## config.mk

```make
export PLATFORM = sky130hd
export DESIGN_NAME = ram_line_arbiter
export DESIGN_NICKNAME = d
export VERILOG_FILES = /design/src/rtl/ram_line_arbiter_pkg.sv /design/src/rtl/ram_line_arbiter_rr_pick2.sv /design/src/rtl/ram_line_arbiter.sv
export SDC_FILE = /design/constraint.sdc
export NUM_CORES = 1
export LEC_CHECK = 0
export BUFFER_PORTS_ARGS = -buffer_cell sky130_fd_sc_hd__buf_4
export CAP_MARGIN = 20
export CORE_AREA = 2 2 282 284
export CTS_BUF_LIST = sky130_fd_sc_hd__clkbuf_8
export CTS_CLUSTER_DIAMETER = 120
export DETAILED_ROUTE_END_ITERATION = 10
export DIE_AREA = 0 0 284 286
export PLACE_DENSITY = 0.42
export SYNTH_ARGS = -nofsm -noshare
export SYNTH_HDL_FRONTEND = slang
export SYNTH_SLANG_ARGS = --single-unit
```

## constraint.sdc

```tcl
create_clock -name clk_i -period 2.5 [get_ports clk_i]
set_input_delay 0.125 -clock clk_i [delete_from_list [all_inputs] [get_ports clk_i]]
set_output_delay 0.125 -clock clk_i [all_outputs]
set_load 0.05 [all_outputs]
```

## src/rtl/ram_line_arbiter_pkg.sv

```systemverilog
// Shared types and constants for the cache-line RAM arbiter.
// Line geometry helpers live here so every unit agrees on them.
package ram_line_arbiter_pkg;

  localparam int BLK_SIZE = 128;

  typedef enum logic [1:0] {
    IDLE,
    RD_WAIT,
    RSP
  } ram_arb_state_e;

  typedef enum logic {
    OWN_IC,
    OWN_DC
  } ram_owner_e;

  function automatic int line_addr_bits(input int line_w);
    return $clog2(line_w / 32);
  endfunction

  localparam int LINE_ADDR_BITS = line_addr_bits(BLK_SIZE);

endpackage

```

## src/rtl/ram_line_arbiter_rr_pick2.sv

```systemverilog
// Two-way round-robin picker, purely combinational.
// prefer = 0 favours req[0], prefer = 1 favours req[1].
module ram_rr_pick2 (
  input  logic [1:0] req,
  input  logic       prefer,
  output logic [1:0] gnt,
  output logic       next_prefer
);

  // One-hot grant; preference flips away from the winner
  always_comb begin
    gnt         = 2'b00;
    next_prefer = prefer;
    unique case (1'b1)
      (req[0] && (!req[1] || !prefer)): begin
        gnt         = 2'b01;
        next_prefer = 1'b1;
      end
      (req[1] && (!req[0] || prefer)): begin
        gnt         = 2'b10;
        next_prefer = 1'b0;
      end
      default: ;
    endcase
  end

endmodule

```

## src/rtl/ram_line_arbiter.sv

```systemverilog
// Shares the single-port line-wide RAM between icache and dcache.
// One transaction in flight; responses buffered until handshaken.
module ram_line_arbiter
  import ram_line_arbiter_pkg::*;
#(
  parameter  int LINE_W    = BLK_SIZE,
  parameter  int RAM_DEPTH = 32768,
  localparam int ADDR_W    = $clog2(RAM_DEPTH)
) (
  input  logic                clk_i,
  input  logic                rst_i,
  input  logic                hold_i,
  input  logic                ic_req_valid_i,
  output logic                ic_req_ready_o,
  input  logic [ADDR_W-1:0]   ic_req_addr_i,
  output logic                ic_rsp_valid_o,
  input  logic                ic_rsp_ready_i,
  output logic [LINE_W-1:0]   ic_rsp_data_o,
  input  logic                dc_req_valid_i,
  output logic                dc_req_ready_o,
  input  logic [ADDR_W-1:0]   dc_req_addr_i,
  input  logic                dc_req_we_i,
  input  logic [LINE_W-1:0]   dc_req_wdata_i,
  input  logic [LINE_W/8-1:0] dc_req_wstrb_i,
  output logic                dc_rsp_valid_o,
  input  logic                dc_rsp_ready_i,
  output logic [LINE_W-1:0]   dc_rsp_data_o,
  output logic [ADDR_W-1:0]   ram_addr_o,
  output logic [LINE_W-1:0]   ram_wdata_o,
  output logic [LINE_W/8-1:0] ram_wstrb_o,
  output logic                ram_rd_en_o,
  input  logic [LINE_W-1:0]   ram_rdata_i
);

  localparam int LAB = line_addr_bits(LINE_W);
  localparam logic [ADDR_W-1:0] LINE_MASK =
    ~ADDR_W'((1 << LAB) - 1);

  ram_arb_state_e state_q, state_d;
  ram_owner_e     owner_q;
  logic           rr_q;
  logic [LINE_W-1:0] rsp_data_q;

  logic [1:0] gnt;
  logic       next_prefer;
  logic       grant_en;
  logic       ic_win;
  logic       dc_win;
  logic       owner_ack;

  ram_rr_pick2 u_pick (
    .req         ({dc_req_valid_i, ic_req_valid_i}),
    .prefer      (rr_q),
    .gnt         (gnt),
    .next_prefer (next_prefer)
  );

  assign grant_en = (state_q == IDLE) && !hold_i;
  assign ic_win   = grant_en && gnt[0];
  assign dc_win   = grant_en && gnt[1];
  assign owner_ack = (owner_q == OWN_IC) ? ic_rsp_ready_i
                                         : dc_rsp_ready_i;

  // State register
  always_ff @(posedge clk_i) begin
    if (rst_i) state_q <= IDLE;
    else       state_q <= state_d;
  end

  // Next-state: writes skip the read wait and ack directly
  always_comb begin
    state_d = state_q;
    unique case (state_q)
      IDLE: begin
        if (dc_win && dc_req_we_i)  state_d = RSP;
        else if (ic_win || dc_win)  state_d = RD_WAIT;
      end
      RD_WAIT: state_d = RSP;
      RSP:     if (owner_ack) state_d = IDLE;
      default: state_d = IDLE;
    endcase
  end

  // Owner, round-robin pointer and response buffer
  always_ff @(posedge clk_i) begin
    if (rst_i) begin
      owner_q    <= OWN_IC;
      rr_q       <= 1'b0;
      rsp_data_q <= '0;
    end else begin
      if (ic_win || dc_win) begin
        owner_q <= dc_win ? OWN_DC : OWN_IC;
        rr_q    <= next_prefer;
        if (dc_win && dc_req_we_i) rsp_data_q <= '0;
      end
      if (state_q == RD_WAIT) rsp_data_q <= ram_rdata_i;
    end
  end

  // Handshake and RAM drive; RAM is idle outside the accept cycle
  always_comb begin
    ic_req_ready_o = ic_win;
    dc_req_ready_o = dc_win;
    ic_rsp_valid_o = (state_q == RSP) && (owner_q == OWN_IC);
    dc_rsp_valid_o = (state_q == RSP) && (owner_q == OWN_DC);
    ic_rsp_data_o  = ic_rsp_valid_o ? rsp_data_q : '0;
    dc_rsp_data_o  = dc_rsp_valid_o ? rsp_data_q : '0;
    ram_addr_o     = '0;
    ram_wdata_o    = '0;
    ram_wstrb_o    = '0;
    ram_rd_en_o    = 1'b0;
    if (ic_win) begin
      ram_addr_o  = ic_req_addr_i & LINE_MASK;
      ram_rd_en_o = 1'b1;
    end else if (dc_win) begin
      ram_addr_o = dc_req_addr_i & LINE_MASK;
      if (dc_req_we_i) begin
        ram_wdata_o = dc_req_wdata_i;
        ram_wstrb_o = dc_req_wstrb_i;
      end else begin
        ram_rd_en_o = 1'b1;
      end
    end
  end

endmodule

```

==> out/qor.yml <==
clock_network:
  clk_latency_ns: 0.53
  numCtsBuffers: 17
  clock-sinks: 132
  cts_tree: "built"
  root_buffer: "clkbuf_8"
  path_clk_slew_ns: 0.08
  htreeDepth: 4
  cts_max_path_buffers: 2
power:
  p_int_uw: 3932
  clkPwrFrac_pct: 30.4
  p_leak_uw: 0.008105
  seqPwrFrac_pct: 39.3
  switching_share_pct: 36.29
  p_comb_share_pct: 30.3
  power.density_mw_per_mm2: 362.0
  peakVddDrop_v: 0.0002707
  p_sw_uw: 2240
worst_hold_path:
  hold_path_class: "input pin to flop"
synth:
  synth_compound_area_share_pct: 15.16
  syn_area_mm2: 0.008569
  synthSimpleGateAreaFrac_pct: 41.33
  synth-seq-cells: 132
  synth_cell_types: 29
  muxShareOfSynthArea_pct: 0.1314
  synthAdderAreaFrac_pct: 0
  synthCells: 1075
  synth.avg_cell_area_um2: 7.972
  yosysSeqAreaShare_pct: 30.84
  yosysWarnings: 0
  synth_top_family_by_area: "simple AND/OR/NAND/NOR gates"
  synth-xor-area-share_pct: 0
timing:
  fmax_mhz: 423.7
  fin_skew_ns: 0.01479
  final_hold_viol_count: 0
  worst_slew_pin_slew_ns: 0.7869
  rsz0062_at_grt: "false"
  slew_viol_final: 0
  holdWs_ns: 0.2056
  setup_viol: 0
  fin_crit_ns: 2.360
  slew_headroom_pct: 47.54
  fin_tns_setup_ns: 0
  period_share_pct: 94.42
  finalWorstSetupSlack_ns: 0.1396
drt:
  wl_um: 54580
  drtIter0Drc: 349
  wire_per_inst_um: 18.64
  drcViolationCount: 0
  vias: 10762
  dr.pass1.iters: 4
  routed_via_density: 3.676
  antenna_left: 0
worst_setup_path:
  critPathLaunchType: "flop"
  cp_cell_sequence: "nor3_4 -> and4_4 -> buf_16 -> and2_1 -> buf_6"
  crit_fanout: 92
  cp_data_arrival_time_ns: 2.24
  critPathRequiredTime_ns: 2.38
  critical-path-max-stage-delay_ns: 0.35
  cpMaxStageDelayCell: "dfxtp_2"
  cp-end-kind: "output port"
  worstSetupPathType: "flop to output port"
die:
  core_mm2: 0.07836
  dieArea_mm2: 0.08122
  ioPinCount: 730
  rows: 103
  die_x_um: 284
  initial_core_util_pct: 10.94
  die_h_um: 286
place:
  post_dp_cell_area_mm2: 0.01507
  place.gp.congestion: 0.9489
  dpl.hpwl_um: 42820
  pre_cts_slack_ns: 0.4597
  dp.cells: 2753
  port_buffers: 723
global_routing:
  first_global_vias: 10823
  grtUsageTotal_pct: 12.87
  grt_pass1_wl_um: 76250
  grt_max_degree: 137
  antenna_found_initial: 10
  overflow: 0
status:
  status: "completed"
cells_and_area:
  stdcell_count: 2928
  layout_commonest_cell: "buf_4"
  final_area_mm2: 0.01705
  mostFrequentLayoutCells: "buf_4, and2_1, dlygate4sd3_1"
  fillers: 8750
  drive_gt1_share_pct: 42.35
  syn_to_final_growth_pct: 98.93
  layout.nets: 2172
run:
  cap_violations: 0
-- kinds of logic after synthesis --
family          count (synthesis)
flops                         132
mux                             1
compound gates                150
buf+inv                       251
other cells                     1
simple gates                  540
-- final timing paths --
kind	depth (start not counted)	slack, ns	end	startpoint
setup / recovery	5	0.14	ram_wdata_o[119]	state_q[1]
hold / removal	2	0.21	rsp_data_q[112]	rst_i
setup reg to reg	5	0.45	owner_q	owner_q
hold reg to reg	2	0.52	rsp_data_q[95]	rsp_data_q[95]
-- metal layers --
| metal | part of all wire [%] | vias up | global-route usage (%) | routed length [µm] |
|---|---|---|---|---|
| met5 | 0.093 | - | 0 | 51 |
| met1 | 33 | 5093 | 11.93 | 18100 |
| met2 | 58 | 469 | 26.39 | 31430 |
| met4 | 2.2 | 8 | 3.895 | 1222 |
| met3 | 6.9 | 47 | 3.979 | 3770 |
| li1 | - | 5145 | - | - |
-- critical path: cells and delay by family (launching register included) --
family	cells	cell delay, ns
DFF	1	0.35
and+or+nand+nor	3	0.78
buffers and inverters	2	0.43
-- cells in the mapped netlist --
cell      instances  share of area (%)
buf_1             1              0.044
and3_1            1              0.073
o21ai_0           1              0.058
a21boi_0          1              0.088
nand3_1           1              0.058
a31o_2            1               0.10
buf_2            30                1.8
and2_1          400                 29
mux2_2            1               0.13
nor2_1            3               0.13
nand2b_1          3               0.22
nand3b_1        128                 11
and3b_1           1               0.10
nand2_1           1              0.044
clkbuf_2          1              0.058
buf_6             3               0.39
dfxtp_1         132                 31
inv_1           130                5.7
o21bai_1          2               0.18
and4_1            1               0.10
clkbuf_1         68                3.0
nor3_4            1               0.19
conb_1            1              0.044
o32ai_1         128                 13
o21a_1            1              0.088
o21ba_2           1               0.12
buf_4            18                1.6
a21oi_1           2               0.12
a22o_1           13                1.3
-- metrics by stage --
stage / util (%) / power [µW]
after floorplan: - / 3330
after global routing: 21.76 / 6534
after global placement: 19.24 / 4117
after CTS: 21.71 / 6382
final: 21.76 / 6172
after detailed placement: 19.24 / 4150
-- sequential cells by signal, summed over array words and instances, names as in the netlist --
name,count
rsp_data_q,128
state_q,2
owner_q,1
rr_q,1
-- area by class of cell --
type                    instances  area, µm²  area share (%)
repair buffers                888       7345           43.08
multi-input cells             693       4887           28.67
flip-flops and latches        132       2645           15.52
well taps                    1050       1314           7.706
inverters                     130      488.0           2.862
clock buffers                  18      247.7           1.453
clock inverters                14      113.9          0.6679
diodes                          3      7.507         0.04404
-- power by group through the flow --
stage,Combinational (µW),Sequential (µW),Clock [µW]
after floorplan,931,2400,0
after CTS,1900,2430,2050
after detailed placement,1670,2480,0
after global placement,1650,2470,0
after global routing,1990,2450,2090
final,1870,2430,1880
-- repair_timing --
action,4_1_cts,5_1_grt
hold buffers,135,0
gates resized for setup,27,7
gates cloned,3,0
setup endpoints to repair,65,114
endpoints found under the hold margin,132,0
buffers inserted,1,1
pin swaps,2,2
No activity file was read; power rests on OpenSTA's default activity.
